--- src/rtl/mxwb_pkg_11.sv ---
// Shared definitions for the writeback queue: register-file load addresses,
// the FLAGS lane index and the address-to-lane decode used by the load decoder.
package mxwb_pkg_11;

  localparam int unsigned AddrW     = 8;
  localparam int unsigned MaskW     = 32;
  localparam int unsigned FlagsLane = 7;

  localparam logic [AddrW-1:0] AddrA      = 8'h00;
  localparam logic [AddrW-1:0] AddrB      = 8'h01;
  localparam logic [AddrW-1:0] AddrC      = 8'h02;
  localparam logic [AddrW-1:0] AddrD      = 8'h03;
  localparam logic [AddrW-1:0] AddrE      = 8'h04;
  localparam logic [AddrW-1:0] AddrH      = 8'h05;
  localparam logic [AddrW-1:0] AddrL      = 8'h06;
  localparam logic [AddrW-1:0] AddrF      = 8'h07;
  localparam logic [AddrW-1:0] AddrSp     = 8'h08;
  localparam logic [AddrW-1:0] AddrIx     = 8'h09;
  localparam logic [AddrW-1:0] AddrIy     = 8'h0A;
  localparam logic [AddrW-1:0] AddrPc     = 8'h0B;
  localparam logic [AddrW-1:0] AddrR0     = 8'h0C;
  localparam logic [AddrW-1:0] AddrR1     = 8'h0D;
  localparam logic [AddrW-1:0] AddrR2     = 8'h0E;
  localparam logic [AddrW-1:0] AddrR3     = 8'h0F;
  localparam logic [AddrW-1:0] AddrFlagsA = 8'h10;
  localparam logic [AddrW-1:0] AddrFlagsD = 8'h11;

  function automatic logic addr_legal(input logic [AddrW-1:0] addr);
    return addr <= AddrFlagsD;
  endfunction

  // Addresses whose write also updates the FLAGS lane with the flag value.
  function automatic logic uses_flags(input logic [AddrW-1:0] addr);
    return (addr == AddrF) || (addr == AddrFlagsA) || (addr == AddrFlagsD);
  endfunction

  // Lanes touched by a load at this address; combined addresses hit two lanes.
  function automatic logic [MaskW-1:0] lane_mask(input logic [AddrW-1:0] addr);
    logic [MaskW-1:0] m;
    m = '0;
    if (addr <= AddrR3) begin
      m[addr[3:0]] = 1'b1;
    end else if (addr == AddrFlagsA) begin
      m[0]         = 1'b1;
      m[FlagsLane] = 1'b1;
    end else if (addr == AddrFlagsD) begin
      m[3]         = 1'b1;
      m[FlagsLane] = 1'b1;
    end
    return m;
  endfunction

endpackage

--- src/rtl/mxwb_fifo_11.sv ---
// Write-queue storage: circular buffer with count-based full/empty, plus a
// view of every slot so the top can build the outstanding-lane mask.
module mxwb_fifo_11 #(
  parameter int unsigned Width = 24,
  parameter int unsigned Depth = 4
) (
  input  logic                     clk_i,
  input  logic                     rst_i,
  input  logic                     clr_i,
  input  logic                     push_i,
  input  logic [Width-1:0]         wdata_i,
  input  logic                     pop_i,
  output logic [Width-1:0]         rdata_o,
  output logic [$clog2(Depth):0]   count_o,
  output logic                     empty_o,
  output logic                     full_o,
  output logic [Depth-1:0]         slot_valid_o,
  output logic [Depth*Width-1:0]   slots_o
);
  localparam int unsigned PtrW = $clog2(Depth);
  localparam int unsigned CntW = PtrW + 1;

  logic [Width-1:0] mem_q [Depth];
  logic [PtrW-1:0]  wr_ptr_q, rd_ptr_q;
  logic [CntW-1:0]  count_q;
  logic             do_push, do_pop;
  logic [PtrW-1:0]  offset;

  assign empty_o = (count_q == '0);
  assign full_o  = (count_q == CntW'(Depth));
  assign do_push = push_i && !full_o;
  assign do_pop  = pop_i && !empty_o;
  assign rdata_o = mem_q[rd_ptr_q];
  assign count_o = count_q;

  // Pointers and occupancy; pointers wrap naturally since Depth is a power of two.
  always_ff @(posedge clk_i or posedge rst_i) begin
    if (rst_i) begin
      wr_ptr_q <= '0;
      rd_ptr_q <= '0;
      count_q  <= '0;
    end else if (clr_i) begin
      wr_ptr_q <= '0;
      rd_ptr_q <= '0;
      count_q  <= '0;
    end else begin
      if (do_push) wr_ptr_q <= wr_ptr_q + PtrW'(1);
      if (do_pop)  rd_ptr_q <= rd_ptr_q + PtrW'(1);
      if (do_push && !do_pop)      count_q <= count_q + CntW'(1);
      else if (do_pop && !do_push) count_q <= count_q - CntW'(1);
    end
  end

  // Entry storage; contents of unoccupied slots are don't-care.
  always_ff @(posedge clk_i) begin
    if (do_push) mem_q[wr_ptr_q] <= wdata_i;
  end

  // A slot is occupied when its distance from the read pointer is below count.
  always_comb begin
    offset       = '0;
    slot_valid_o = '0;
    for (int i = 0; i < int'(Depth); i++) begin
      offset          = PtrW'(i) - rd_ptr_q;
      slot_valid_o[i] = ({1'b0, offset} < count_q);
    end
  end

  for (genvar g = 0; g < int'(Depth); g++) begin : g_slots
    assign slots_o[g*Width +: Width] = mem_q[g];
  end

endmodule

--- src/rtl/mxreg_writeback_11.sv ---
// Writeback queue in front of the register-file load decoder. Requests are
// queued, drained one per cycle into registered load outputs with per-lane
// steering of the flag value onto the FLAGS lane.
// Optional feature: define MXWB_SCOREBOARD_EN to drive pending_mask with the
// lanes that still have an outstanding write; otherwise pending_mask is 0.
module mxreg_writeback_11
  import mxwb_pkg_11::*;
#(
  parameter int unsigned WORD_LENGTH = 8,
  parameter int unsigned DEPTH       = 16,
  parameter int unsigned QDEPTH      = 4
) (
  input  logic                         clk,
  input  logic                         rst,
  input  logic                         wb_valid,
  output logic                         wb_ready,
  input  logic [7:0]                   wb_addr,
  input  logic [WORD_LENGTH-1:0]       wb_data,
  input  logic [WORD_LENGTH-1:0]       wb_flags,
  input  logic                         flush,
  output logic [7:0]                   load_addr,
  output logic                         load_en,
  output logic [DEPTH*WORD_LENGTH-1:0] data_line,
  output logic [DEPTH-1:0]             pending_mask,
  output logic [$clog2(QDEPTH):0]      q_count,
  output logic                         illegal_addr
);
  localparam int unsigned EntW = AddrW + 2 * WORD_LENGTH;

  typedef enum logic [0:0] {StIdle, StDrain} state_e;

  state_e                       state_q;
  logic                         load_en_q, illegal_q;
  logic [AddrW-1:0]             load_addr_q;
  logic [DEPTH*WORD_LENGTH-1:0] data_line_q, line_d;

  logic                         push, pop, fifo_empty, fifo_full;
  logic [EntW-1:0]              wr_entry, head_entry;
  logic [AddrW-1:0]             head_addr;
  logic [WORD_LENGTH-1:0]       head_flags, head_data;
  logic [QDEPTH-1:0]            slot_valid;
  logic [QDEPTH*EntW-1:0]       slots;

  assign wb_ready = !fifo_full && !flush;
  assign push     = wb_valid && wb_ready && addr_legal(wb_addr);
  assign pop      = (state_q == StDrain) && !fifo_empty && !flush;
  assign wr_entry = {wb_addr, wb_flags, wb_data};

  assign head_addr  = head_entry[EntW-1 -: AddrW];
  assign head_flags = head_entry[2*WORD_LENGTH-1 -: WORD_LENGTH];
  assign head_data  = head_entry[WORD_LENGTH-1:0];

  mxwb_fifo_11 #(
    .Width (EntW),
    .Depth (QDEPTH)
  ) u_fifo (
    .clk_i        (clk),
    .rst_i        (rst),
    .clr_i        (flush),
    .push_i       (push),
    .wdata_i      (wr_entry),
    .pop_i        (pop),
    .rdata_o      (head_entry),
    .count_o      (q_count),
    .empty_o      (fifo_empty),
    .full_o       (fifo_full),
    .slot_valid_o (slot_valid),
    .slots_o      (slots)
  );

  // Lane steering: every lane carries the data, FLAGS lane carries flags when addressed.
  always_comb begin
    line_d = '0;
    for (int l = 0; l < int'(DEPTH); l++) begin
      line_d[l*WORD_LENGTH +: WORD_LENGTH] =
          (l == int'(FlagsLane) && uses_flags(head_addr)) ? head_flags : head_data;
    end
  end

  // Drain FSM with registered load outputs; outputs hold between pops.
  always_ff @(posedge clk or posedge rst) begin
    if (rst) begin
      state_q     <= StIdle;
      load_en_q   <= 1'b0;
      load_addr_q <= '0;
      data_line_q <= '0;
      illegal_q   <= 1'b0;
    end else begin
      illegal_q <= wb_valid && wb_ready && !addr_legal(wb_addr);
      if (flush) begin
        state_q   <= StIdle;
        load_en_q <= 1'b0;
      end else begin
        load_en_q <= pop;
        if (pop) begin
          load_addr_q <= head_addr;
          data_line_q <= line_d;
        end
        unique case (state_q)
          StIdle:  if (push) state_q <= StDrain;
          StDrain: if (pop && !push && (q_count == ($clog2(QDEPTH)+1)'(1))) state_q <= StIdle;
          default: state_q <= StIdle;
        endcase
      end
    end
  end

  assign load_en      = load_en_q;
  assign load_addr    = load_addr_q;
  assign data_line    = data_line_q;
  assign illegal_addr = illegal_q;

`ifdef MXWB_SCOREBOARD_EN
  logic [DEPTH-1:0] pend;

  // Outstanding lanes: every queued entry plus the entry on the outputs this cycle.
  always_comb begin
    pend = '0;
    for (int i = 0; i < int'(QDEPTH); i++) begin
      if (slot_valid[i]) pend |= DEPTH'(lane_mask(slots[i*EntW + 2*WORD_LENGTH +: AddrW]));
    end
    if (load_en_q) pend |= DEPTH'(lane_mask(load_addr_q));
  end

  assign pending_mask = pend;
`else
  assign pending_mask = '0;
`endif

  logic unused_slots;
  assign unused_slots = ^{slot_valid, slots};

endmodule

--- config.mk ---
export PLATFORM = sky130hd
export DESIGN_NAME = mxreg_writeback_11
export DESIGN_NICKNAME = d
export VERILOG_FILES = /design/src/rtl/mxwb_pkg_11.sv /design/src/rtl/mxwb_fifo_11.sv /design/src/rtl/mxreg_writeback_11.sv
export SDC_FILE = /design/constraint.sdc
export NUM_CORES = 1
export LEC_CHECK = 0
export CAP_MARGIN = 10
export CORE_UTILIZATION = 43
export CTS_CLUSTER_SIZE = 40
export DETAILED_ROUTE_END_ITERATION = 7
export PLACE_DENSITY_LB_ADDON = 0.2
export SLEW_MARGIN = 20
export SYNTH_ARGS = -nofsm -noshare
export SYNTH_HDL_FRONTEND = slang
export SYNTH_SLANG_ARGS = --single-unit
--- constraint.sdc ---
create_clock -name clk -period 2.5 [get_ports clk]
set_clock_uncertainty 0.1 [all_clocks]
set_input_delay 0.75 -clock clk [delete_from_list [all_inputs] [get_ports clk]]
set_output_delay 0.75 -clock clk [all_outputs]
set_load 0.05 [all_outputs]
# [Word level (Yosys, flattened, before mapping)]
# Memories as Yosys holds them, arrays and structs flattened.
# Index checks and enable logic that the tools add are counted.
[word_totals] reg_bits=146 latchBits=0 rom_bits=0 wordCells=62 input_bits=28 ram_bits=96 n_memories=1
[memory_table] memory="u_fifo.mem_q" depth=4 word_bits=24 rd=1 rd_clocked_by_memory_dff=0 write_ports=1 line_no="mxwb_fifo_11.sv:23" text="logic [Width-1:0] mem_q [Depth];"
[op_classes] n_bitwise=2 n_reduce_logical=26 n_eq_ne=5 muxes=15 shifts=0 n_lt_le_gt_ge=1 n_div=0 add_sub_neg=4 mul=0
[op_table] cell="8-bit by 5-bit == test with 1-bit output, second input constant" n=2
[op_table] cell="1-bit logical AND" n=12
[op_table] cell="3-bit 2-to-1 mux" n=3
[op_table] cell="8-bit by 3-bit == test with 1-bit output, second input constant" n=1
[op_table] cell="8-bit by 5-bit less-or-equal comparator with 1-bit output, second input constant" n=1
[op_table] cell="2-bit 2-to-1 mux" n=4
[op_table] cell="8-bit 2-to-1 mux" n=1
[op_table] cell="1-bit logical NOT" n=7
[op_table] cell="1-bit 2-to-1 mux" n=6
[op_table] cell="2-bit by 1-bit adder with 2-bit output, second input constant" n=2
[op_table] cell="2-bit nonzero test" n=2
[op_table] cell="3-bit by 1-bit adder with 3-bit output, second input constant" n=1
[op_table] cell="3-bit by 1-bit == test with 1-bit output, second input constant" n=1
[op_table] cell="3-bit == test, second input constant" n=1
[op_table] cell="3-bit logical NOT" n=1
[op_table] cell="3-bit nonzero test" n=1
[op_table] cell="3-bit by 1-bit subtractor with 3-bit output, second input constant" n=1
[op_table] cell="1-bit logical OR" n=2
[op_table] cell="1-bit inverter" n=2
[op_table] cell="1-bit case mux with 2 select lines" n=1
[op_table] cell="2-bit AND reduction" n=1

# [Depth between registers and ports, before layout]
# Gate-level depths: netlist (run 1).
[logic_depth] ltp_word=11 mapped_depth=8 ltp_nobuf=8

# [Modules after synthesis]
# From an unflattened synthesis (run 1), not the netlist that was laid out.
[hier_totals] cells_unflattened=457 area_unflattened_um2=6387.4
[modules_own_cells] mod="mxwb_fifo_11" cells_per_inst=206 area_each_um2=4162.7 seq_area_each_um2=3057.9 n_inst=1
[modules_own_cells] mod="mxreg_writeback_11" cells_per_inst=251 area_each_um2=2224.6 seq_area_each_um2=675.6 n_inst=1

# [Least setup slack after synthesis (run 1)]
# Ideal clock, no wire load.
[synth_path] path_kind="register to register" from="register u_fifo.count_q[0], in the netlist u_fifo.count_o[0]" to="memory u_fifo.mem_q[0][0], enable pin" synth_period_minus_slack_ps=3724 slack_ps=-1224 stages_incl_launch_ff=7 setup_time_ps=383 arrival_ps=3241 path_cell_list="dfrtp_1 > inv_1 > ha_1 > a21oi_1 > and4b_1 > buf_1 > and2_1"
[synth_between] elab_chain_len=8
[synth_rtl] element="start: declaration" line_no="mxwb_fifo_11.sv:25" text="logic [CntW-1:0] count_q;"
[synth_rtl] element="start signal: assignment" line_no="mxwb_fifo_11.sv:49" text="if (do_push && !do_pop) count_q <= count_q + CntW'(1);"
[synth_rtl] element="start signal: assignment" line_no="mxwb_fifo_11.sv:50" text="else if (do_pop && !do_push) count_q <= count_q - CntW'(1);"
[synth_rtl] element="3-bit == test" line_no="mxwb_fifo_11.sv:30" text="assign full_o = (count_q == CntW'(Depth));"
[synth_rtl] element="1-bit logical NOT" line_no="mxreg_writeback_11.sv:44" text="assign wb_ready = !fifo_full && !flush;"
[synth_rtl] element="1-bit logical AND" line_no="mxreg_writeback_11.sv:44"
[synth_rtl] element="net wb_ready" line_no="mxreg_writeback_11.sv:16" text="output logic wb_ready,"
[synth_rtl] element="1-bit logical AND (2 in series)" line_no="mxreg_writeback_11.sv:45" text="assign push = wb_valid && wb_ready && addr_legal(wb_addr);"
[synth_rtl] element="1-bit logical AND" line_no="mxwb_fifo_11.sv:31" text="assign do_push = push_i && !full_o;"
[synth_rtl] element="1-bit 2-to-1 mux" line_no="mxwb_fifo_11.sv:56" text="if (do_push) mem_q[wr_ptr_q] <= wdata_i;"
[synth_rtl] element="1-bit 2-to-1 mux (not written as such)" line_no="mxwb_fifo_11.sv:56"
[synth_rtl] element="end: declaration" line_no="mxwb_fifo_11.sv:23"
# The timed path passes the listed nets, and every way through them passes these cells.

# [Worst setup path in the final report (run 1)]
[layout_path] from="register data_line_q[59], in the netlist data_line[59]" to="output data_line[59]"
[layout_rtl] element="start: declaration" line_no="mxreg_writeback_11.sv:35" text="logic [DEPTH*WORD_LENGTH-1:0] data_line_q, line_d;"
[layout_rtl] element="start signal: assignment" line_no="mxreg_writeback_11.sv:97" text="data_line_q <= line_d;"
[layout_rtl] element="end: declaration" line_no="mxreg_writeback_11.sv:23" text="output logic [DEPTH*WORD_LENGTH-1:0] data_line,"
# No word-level cell between the ends.

==> impl_metrics.env, run 1 <==
export IMPL_outcome="finished clean"
export IMPL_grt_max_degree=35
export IMPL_place_congestion=0.720
export IMPL_clkTransAtPathRegs_ns=0.06
export IMPL_rsz0062_at_grt="yes"
export IMPL_final_util_pct=57.5
export IMPL_ioPinCount=186
export IMPL_die_area_sq_um=14500
export IMPL_hold_ws_ns=0.378
export IMPL_arrival_ns=1.61
export IMPL_m1WireLength_um=5020
export IMPL_hp_class="register to register"
export IMPL_gr_total_overflow=0
export IMPL_setup_violations=0
export IMPL_tritoncts="built"
export IMPL_dr_pass1_iters=4
export IMPL_worstSetupStartpointType="register"
export IMPL_vias_per_cell=4.62
export IMPL_htree_levels=4
export IMPL_final_layout_size_suffix_gt1_share_pct=41.9
export IMPL_slew_headroom_pct=66.2
export IMPL_route_met2_wl_um=5400
export IMPL_holdPathStages=2
export IMPL_die_h_um=121
export IMPL_ant_nets=0
export IMPL_die_x_um=121
export IMPL_antenna_cells=0
export IMPL_cts_buffers=17
export IMPL_grt_pass1_vias=3108
export IMPL_maxSlewViolCount=0
export IMPL_synthArstFlopShare_pct=26.2
export IMPL_avgSynthCellArea_sq_um=14.2
export IMPL_fin_area_sq_um=7730
export IMPL_top_layer="met4"
export IMPL_wl_met3_um=678
export IMPL_min_period_ns=2.46
export IMPL_synth_adder_area_share_pct=1.66
export IMPL_yosys_warnings=0
export IMPL_r2r_cells=7
export IMPL_yosys_area_share_simple_pct=6.41
export IMPL_finalHoldViolations=0
export IMPL_fin_nets=560
export IMPL_ys_seq_area_share_pct=61.7
export IMPL_worstMarginPinSlew_ns=0.505
export IMPL_rows=42
export IMPL_power_density_nw_per_um2=667
export IMPL_path_depth=1
export IMPL_syn_inst=426
export IMPL_io_buffers=169
export IMPL_maxCapViolations=0
export IMPL_antenna_found_initial=0
export IMPL_critPathCaptureType="output pin"
export IMPL_fin_total_pwr_mw=5.16
export IMPL_fin_setup_tns_ns=0
export IMPL_initial_utilization_pct=44.9
export IMPL_synthMuxAreaShare_pct=10.3
export IMPL_drc=0
export IMPL_cts_sinks=130
export IMPL_ys_seq_elements=130
export IMPL_synth_compound_area_share_pct=1.68
export IMPL_max_freq_mhz=407
export IMPL_via_count=3295
export IMPL_cp_cell_sequence="clkdlybuf4s50_1"
export IMPL_crit_fanout=2
export IMPL_synth_edff_count=96
export IMPL_wl_um=11200
export IMPL_slowest_delay_ns=0.82
export IMPL_p_leak_nw=3.22
export IMPL_crit_type="register to output pin"
export IMPL_coreArea_sq_um=13500
export IMPL_post_dp_hpwl_um=8160
export IMPL_post_route_period_util_pct=98.4
export IMPL_wl_per_cell_um=15.8
export IMPL_drtIter0Drc=107
export IMPL_synthXorXnorAreaFrac_pct=0.869
export IMPL_grt_pass1_wl_um=17200
export IMPL_cts_root_buf="clkbuf_16"
export IMPL_clk_latency_ns=0.40
export IMPL_place_area_sq_um=7100
export IMPL_critical_path_required_ns=1.65
export IMPL_timing_critical_path_max_delay_family="buffers and inverters"
export IMPL_vdd_drop_max_mv=0.614
export IMPL_synth_top_family_by_area="buffers and inverters"
export IMPL_ys_flop_type="edfxtp_1"
export IMPL_cpMaxStageDelayCell="clkdlybuf4s50_1"
export IMPL_area_delta_synth_final_pct=27.9
export IMPL_synth_cell_type_count=33
export IMPL_grt_use_total_pct=16.1
export IMPL_crit_buf_inv=1
export IMPL_synth_area_sq_um=6050
export IMPL_cts_max_path_buffers=2
==> placed cells by master (no fill, tap or decap), drive strengths merged <==
cell | netlist | final
buf | 133 | 160
edfxtp | 96 | 96
nand2 | 53 | 53
clkdlybuf4s50 | 0 | 43
dfrtp | 34 | 34
mux4 | 24 | 24
clkbuf | 8 | 18
conb | 1 | 16
nor2 | 14 | 14
a21oi | 10 | 10
inv | 7 | 10
ha | 8 | 8
mux2i | 7 | 7
clkinv | 0 | 5
nand3 | 4 | 4
xnor2 | 4 | 4
and2 | 4 | 4
bufinv | 0 | 3
clkinvlp | 0 | 3
nand3b | 2 | 2
nand4b | 2 | 2
o211ai | 2 | 2
xor2 | 2 | 2
o31a | 2 | 2
nor3 | 2 | 2
nand2b | 1 | 1
or3b | 1 | 1
or4 | 1 | 1
and4b | 1 | 1
o31ai | 1 | 1
nor2b | 1 | 1
and3 | 1 | 1
dlygate4sd2 | 0 | 1
dlymetal6s2s | 0 | 1
==> final timing paths <==
path / from / to / slack, ns
worst max-delay path: data_line[59]$_DFFE_PP0P_ / data_line[59] / 0.04
worst max register to register: u_fifo.rd_ptr_q[0]$_DFFE_PP0P_ / data_line[60]$_DFFE_PP0P_ / 0.04
worst min register to register: load_addr[2]$_DFFE_PP0P_ / load_addr[2]$_DFFE_PP0P_ / 0.38
max in group asynchronous: rst / u_fifo.count_o[1]$_DFFE_PP0P_ / 1.27
min in group asynchronous: rst / data_line[126]$_DFFE_PP0P_ / 0.66
worst min-delay path: load_addr[2]$_DFFE_PP0P_ / load_addr[2]$_DFFE_PP0P_ / 0.38
==> power breakdown <==
group	switching [mW]	internal, mW
logic	0.226	0.102
registers	0.0109	2.33
clock network	0.909	1.58
total	1.15	4.01
==> synthesized netlist by cell type (2+ instances only) <==
cell / n / share of area (%)
buf_4: 128 / 16
edfxtp_1: 96 / 48
nand2_1: 53 / 3.3
dfrtp_1: 34 / 14
mux4_2: 21 / 7.8
nor2_1: 14 / 0.87
a21oi_1: 9 / 0.74
clkbuf_1: 8 / 0.50
ha_1: 8 / 1.7
inv_1: 7 / 0.43
mux2i_1: 7 / 1.2
and2_1: 4 / 0.41
nand3_1: 4 / 0.33
xnor2_1: 4 / 0.58
mux4_1: 3 / 1.3
buf_1: 2 / 0.12
buf_2: 2 / 0.17
nand3b_1: 2 / 0.25
nand4b_1: 2 / 0.29
nor3_1: 2 / 0.17
o211ai_1: 2 / 0.25
o31a_1: 2 / 0.29
xor2_1: 2 / 0.29
==> registers in the layout, indices dropped and copies added (netlist names) <==
register	flops
data_line	16
illegal_addr	1
load_en	1
u_fifo.mem_q	96
u_fifo.wr_ptr_q	2
load_addr	8
u_fifo.count_o	3
state_q	1
u_fifo.rd_ptr_q	2
==> worst reg2reg max path: stages, from the launching register on <==
cell and delay [ns]:
dfrtp_1 0.37, buf_12 0.15, mux4_2 0.51, or4_4 0.56, a21oi_4 0.15, buf_12 0.15, mux2i_1 0.25, a21oi_1 0.09
==> layout make-up <==
type	instances	area, sq um
Timing Repair Buffer	205	1790
Sequential cell	130	3740
Tap cell	176	220
Inverter	7	26.3
Clock buffer	18	429
Clock inverter	14	179
Fill cell	1061	5720
Multi-Input combinational cell	163	1350
==> cells by family (layout without fill, tap and decap cells) <==
family / after synthesis / in the layout
flip-flops: 130 / 130
adder cells (fa/ha/maj): 8 / 8
AO/OA/AOI/OAI: 15 / 15
XOR/XNOR: 6 / 6
other: 1 / 16
AND/OR/NAND/NOR: 87 / 87
buffers and inverters: 148 / 244
multiplexers: 31 / 31
==> routing by layer <==
metal,up-vias,track usage [%]
li1,1556,-
met1,1599,22.3
met2,132,24.9
met3,8,3.49
met4,0,6.10
met5,-,0
==> repair_timing <==
action,in CTS,in global routing
hold buffers,0,0
pin swaps,1,1
endpoints found under the setup margin,2,5
resized for setup,2,5
buffers inserted,0,2
==> stage by stage <==
stage | cells | setup slack (ns)
after floorplan | 441 | 0.0242
after global placement | 679 | -0.163
after detailed placement | 679 | -0.200
after CTS | 711 | 0.000763
after global routing | 713 | -0.0297
final | 713 | 0.0403
No activity file was read; power rests on OpenSTA's default activity.
==> run 2, diff against run 1 <==
Settings changed: SYNTH_HIERARCHICAL set to 1.
==> run 2 against run 1 <==
Compared with the run above: synthesized cell count up 3.5%; worst hold slack lost 0.0040 ns; first-iteration DRC count grew 24%; critical endpoint is now u_fifo/count_o[2]$_DFFE_PP0P_; largest cell class unchanged.
==> impl_metrics.env, run 2 <==
export IMPL_outcome="finished clean"
export IMPL_placed_cells=696
export IMPL_via_count=3556
export IMPL_layout_common_cells="buf_4, edfxtp_1, nand2_1, clkdlybuf4s50_1, dfrtp_1"
export IMPL_setup_violations=0
export IMPL_initial_utilization_pct=44.6
export IMPL_post_route_period_util_pct=99.3
export IMPL_holdCritStartpoint="load_addr[5]$_DFFE_PP0P_"
export IMPL_seq_area_sq_um=3740
export IMPL_critical_path_required_ns=2.69
export IMPL_timing_critical_path_max_delay_family="simple AND/OR/NAND/NOR gates"
export IMPL_p_leak_nw=3.31
export IMPL_layout_commonest_cell="buf_4"
export IMPL_antenna_found_initial=0
export IMPL_crit_type="input pin to register"
export IMPL_ioPinCount=186
export IMPL_grt_use_total_pct=17.0
export IMPL_arrival_ns=2.67
export IMPL_rsz0062_at_grt="yes"
export IMPL_wl_per_cell_um=16.5
export IMPL_vdd_drop_max_mv=0.416
export IMPL_crit_start="flush"
export IMPL_min_period_ns=2.48
export IMPL_slowest_delay_ns=0.44
export IMPL_die_x_um=123
export IMPL_cts_sinks=130
export IMPL_maxCapViolations=0
export IMPL_slew_headroom_pct=62.8
export IMPL_place_congestion=0.793
export IMPL_drc=0
export IMPL_top_register="u_fifo/mem_q"
export IMPL_hp_class="register to register"
export IMPL_ant_nets=0
export IMPL_cts_hold_buf=0
export IMPL_largest_reg_flops=96
export IMPL_antenna_cells=0
export IMPL_final_layout_size_suffix_gt1_share_pct=46.7
export IMPL_vias_per_cell=4.81
export IMPL_cpMaxStageDelayCell="or3b_4"
export IMPL_cts_buffers=17
export IMPL_worstSetupStartpointType="input pin"
export IMPL_dr_pass1_iters=6
export IMPL_multi_input_area_sq_um=1480
export IMPL_setup_ws_ns=0.0166
export IMPL_fin_nets=579
export IMPL_yosys_warnings=6
export IMPL_critPathCaptureType="register"
export IMPL_cts_max_path_buffers=2
export IMPL_grt_pass1_vias=3375
export IMPL_io_buffers=169
export IMPL_final_util_pct=56.6
export IMPL_gr_total_overflow=0
export IMPL_max_freq_mhz=403
export IMPL_coreArea_sq_um=14000
export IMPL_crit_fanout=5
export IMPL_nFillCells=1172
export IMPL_fin_setup_tns_ns=0
export IMPL_tritoncts="built"
export IMPL_grt_pass1_wl_um=18300
export IMPL_area_delta_synth_final_pct=26.9
export IMPL_grt_max_degree=25
export IMPL_avgSynthCellArea_sq_um=14.2
export IMPL_power_density_nw_per_um2=727
export IMPL_cp_cell_sequence="dlygate4sd2_1 -> or3b_4 -> inv_12 -> o21a_1 -> nor3_2 -> fa_2 -> buf_4 -> nor2_1 -> mux2i_1 -> o311a_1"
export IMPL_clkTransAtPathRegs_ns=0.06
export IMPL_dp_slack_ns=-0.739
export IMPL_fin_cells=739
export IMPL_crit_buf_inv=3
export IMPL_post_dp_hpwl_um=8530
export IMPL_wl_um=12200
export IMPL_htree_levels=4
export IMPL_rows=43
export IMPL_syn_inst=441
export IMPL_synth_area_sq_um=6270
export IMPL_finalHoldViolations=0
export IMPL_regToRegStartpoint="u_fifo/count_o[0]$_DFFE_PP0P_"
export IMPL_cts_root_buf="clkbuf_16"
export IMPL_die_area_sq_um=15100
export IMPL_die_h_um=123
export IMPL_worstMarginPinSlew_ns=0.554
export IMPL_clk_latency_ns=0.41
export IMPL_drtIter0Drc=133
export IMPL_maxSlewViolCount=0
run 2: cell type report:
cell class	count	share of cell area, %
sequential	130	47.0
timing repair buffer	217	23.3
multi-input combinational	168	18.6
clock buffer	20	5.49
tap	180	2.83
clock inverter	12	2.01
inverter	12	0.787
run 2: per-layer routing:
layer | track usage, % | wire length [um]
met5 | 0 | 0
met4 | 6.25 | 164
met2 | 30.2 | 6300
met3 | 3.76 | 781
met1 | 20.2 | 4980
run 2: worst paths after layout:
path,to,slack [ns],depth (start not counted)
setup / recovery,u_fifo/count_o[2]$_DFFE_PP0P_,0.02,10
hold / removal,load_addr[5]$_DFFE_PP0P_,0.37,2
setup reg to reg,u_fifo/count_o[2]$_DFFE_PP0P_,0.05,11
hold reg to reg,load_addr[5]$_DFFE_PP0P_,0.37,2
max in group asynchronous,data_line[61]$_DFFE_PP0P_,1.30,3
min in group asynchronous,u_fifo/count_o[2]$_DFFE_PP0P_,0.53,2
run 2: repair_timing:
| item | in CTS | in global routing |
|---|---|---|
| endpoints found under the setup margin | 4 | 1 |
| pin swaps | 9 | 3 |
| buffers inserted | 12 | 0 |
| gates resized for setup | 10 | 5 |
run 2: worst reg2reg max path, stage by stage (launching register included):
cell and delay [ns]:
dfrtp_2 0.38, buf_4 0.11, nor3_1 0.06, or3b_4 0.45, inv_12 0.07, o21a_1 0.14
nor3_2 0.05, fa_2 0.37, buf_4 0.15, nor2_1 0.08, mux2i_1 0.08, o311a_1 0.29
run 2: through the flow:
stage / power [mW] / hold WS (ns) / cell area [sq um]
6_report: 5.78 / 0.374 / 7950
5_1_grt: 5.96 / 0.402 / 7950
4_1_cts: 5.83 / 0.381 / 7940
3_5_place_dp: 3.36 / 0.367 / 7260
3_3_place_gp: 3.35 / 0.363 / 7260
2_1_floorplan: 3.21 / 0.395 / 6370
run 2: where the power goes:
part	leakage, nW	internal (mW)	total [mW]	switching (mW)
sequential	1.32	2.35	2.39	0.0435
clock	0.289	1.58	2.47	0.893
combinational	1.70	0.247	0.916	0.669
total	3.31	4.17	5.78	1.61
==> run 3, diff against run 2 <==
--- a/config.mk
+++ b/config.mk
@@ -6,4 +6,5 @@
 export NUM_CORES = 1
 export LEC_CHECK = 0
+export ABC_AREA = 1
 export CAP_MARGIN = 10
 export CORE_UTILIZATION = 43
==> constraint.sdc (replaced) <==
create_clock -name clk -period 2.5 [get_ports clk]
set_clock_uncertainty 0.1 [all_clocks]
set_input_delay 0.75 -clock clk [delete_from_list [all_inputs] [get_ports clk]]
set_output_delay 0.75 -clock clk [all_outputs]
set_load 0.01 [all_outputs]
==> run 3 against run 2 <==
Compared with the run above: via count up 14%; global-route usage up 0.88 points; critical path depth up 7; critical path type unchanged.
==> impl_metrics.env, run 3 <==
export IMPL_outcome="finished clean"
export IMPL_wl_um=13100
export IMPL_htree_levels=4
export IMPL_r2r_cells=16
export IMPL_multi_input_area_sq_um=1440
export IMPL_maxCapViolations=0
export IMPL_coreArea_sq_um=14100
export IMPL_drc=0
export IMPL_rrSetupSlack_ns=0.28
export IMPL_die_h_um=123
export IMPL_syn_inst=561
export IMPL_fin_total_pwr_mw=5.11
export IMPL_r2r_end="u_fifo/count_o[2]$_DFFE_PP0P_"
export IMPL_avgSynthCellArea_sq_um=11.2
export IMPL_placed_cells=814
export IMPL_maxSlewViolCount=0
export IMPL_place_area_sq_um=7530
export IMPL_cts_sinks=130
export IMPL_synth_area_sq_um=6290
export IMPL_die_x_um=123
export IMPL_nFillCells=1150
export IMPL_grt_util_met3_pct=3.87
export IMPL_rows=43
export IMPL_worstSetupStartpointType="input pin"
export IMPL_vdd_drop_max_mv=0.360
export IMPL_cts_buffers=17
export IMPL_antenna_found_initial=0
export IMPL_seq_area_sq_um=3740
export IMPL_critPathCaptureType="register"
export IMPL_grt_pass1_wl_um=19700
export IMPL_max_freq_mhz=415
export IMPL_largest_reg_flops=96
export IMPL_dr_pass1_iters=4
export IMPL_tritoncts="built"
export IMPL_grt_use_total_pct=17.9
export IMPL_p_leak_nw=3.15
export IMPL_layout_common_cells="clkdlybuf4s50_1, edfxtp_1, nand2_1, nand3_1, inv_1"
export IMPL_layout_commonest_cell="clkdlybuf4s50_1"
export IMPL_clk_latency_ns=0.42
export IMPL_io_buffers=169
export IMPL_fin_setup_tns_ns=0
export IMPL_gr_total_overflow=0
export IMPL_clkTransAtPathRegs_ns=0.06
export IMPL_via_count=4043
export IMPL_hp_class="register to register"
export IMPL_drtIter0Drc=229
export IMPL_fin_cells=848
export IMPL_hold_ws_ns=0.388
export IMPL_power_density_nw_per_um2=623
export IMPL_vias_per_cell=4.77
export IMPL_regToRegStartpoint="u_fifo/count_o[2]$_DFFE_PP0P_"
export IMPL_cts_root_buf="clkbuf_16"
export IMPL_post_route_period_util_pct=96.4
export IMPL_holdCritStartpoint="load_addr[7]$_DFFE_PP0P_"
export IMPL_yosys_warnings=6
export IMPL_wl_per_cell_um=15.4
export IMPL_finalHoldViolations=0
export IMPL_critical_path_required_ns=2.71
export IMPL_area_delta_synth_final_pct=30.4
export IMPL_ioPinCount=186
export IMPL_grt_pass1_vias=3660
export IMPL_post_dp_hpwl_um=8840
export IMPL_top_register="u_fifo/mem_q"
export IMPL_grt_max_degree=41
export IMPL_setup_violations=0
export IMPL_crit_fanout=2
export IMPL_crit_type="input pin to register"
export IMPL_use_met2_pct=29.5
export IMPL_initial_utilization_pct=44.6
export IMPL_ant_nets=0
export IMPL_final_layout_size_suffix_gt1_share_pct=18.6
export IMPL_cts_max_path_buffers=2
export IMPL_antenna_cells=0
export IMPL_busiest_layer="met2"
export IMPL_arrival_ns=2.62
export IMPL_hold_end="load_addr[7]$_DFFE_PP0P_"
export IMPL_grt_use_met1_pct=22.8
export IMPL_die_area_sq_um=15100
export IMPL_cts_hold_buf=0
export IMPL_holdPathStages=2
export IMPL_fin_nets=688
export IMPL_fin_area_sq_um=8200
export IMPL_rsz0062_at_grt="yes"
export IMPL_min_period_ns=2.41
export IMPL_place_congestion=0.775
## run 3: changes by cell type in the layout (fill, tap and decap cells not counted), moves of 16 or more
cell and delta:
buf_4 -134, clkdlybuf4s50_1 +125, nand3_1 +61, inv_1 +28
a22oi_1 +24, mux4_2 -24, nand2_1 +19, o21ai_0 +16
## run 3: worst max path at each step
| stage | from | end | slack [ns] | cells after the start |
|---|---|---|---|---|
| after floorplan | wb_addr[3] | u_fifo/mem_q[0][0]$_DFFE_PP_ | -0.04 | 6 |
| after global placement | wb_addr[3] | u_fifo/count_o[2]$_DFFE_PP0P_ | -0.55 | 17 |
| after detailed placement | wb_addr[3] | u_fifo/count_o[2]$_DFFE_PP0P_ | -0.66 | 17 |
| after CTS | flush | wb_ready | -0.08 | 4 |
| after global routing | wb_addr[2] | u_fifo/count_o[2]$_DFFE_PP0P_ | -0.004 | 17 |
| final | wb_addr[2] | u_fifo/count_o[2]$_DFFE_PP0P_ | 0.09 | 17 |
## run 3: metal layers
layer	up-vias	share of wire, %
met5	-	0
met4	0	1.5
met3	17	5.9
met2	158	49
met1	1928	43
li1	1940	-
## run 3: critical path, stage by stage
cell           delay [ns]
dlygate4sd2_1        0.24
or2_1                0.25
o21ai_2              0.16
buf_6                0.13
nand3_2              0.07
inv_2                0.07
inv_1                0.04
a21oi_2              0.18
nand2_4              0.07
inv_2                0.06
fa_2                 0.21
xnor2_2              0.12
inv_1                0.05
nand2_1              0.06
nand2_1              0.04
nand3_1              0.06
nand2_1              0.05
## run 3: per-stage QoR
step | worst slack, ns | utilization, %
floorplan | -0.0412 | -
global placement | -0.554 | 53.4
detailed placement | -0.659 | 53.4
CTS | -0.0792 | 58.1
global route | -0.00391 | 58.2
finish | 0.0908 | 58.2
## run 3: power by group
group          switching (mW)  total [mW]  internal, mW
Clock                   0.944        2.52          1.57
Combinational           0.112       0.241         0.129
Sequential             0.0138        2.35          2.33
## run 3: final cells by class
cell class              count  share of cell area (%)
flip-flops and latches    130                    45.7
repair buffers            203                    24.5
multi-input cells         258                    17.5
clock buffers              17                    5.19
well taps                 180                    2.75
clock inverters            15                    2.23
inverters                  45                    2.15
## run 3: timing repair
| action | in CTS | in global routing |
|---|---|---|
| setup buffers | 2 | 0 |
| gates resized for setup | 19 | 5 |
| setup endpoints to repair | 123 | 3 |
| pin swaps | 4 | 2 |
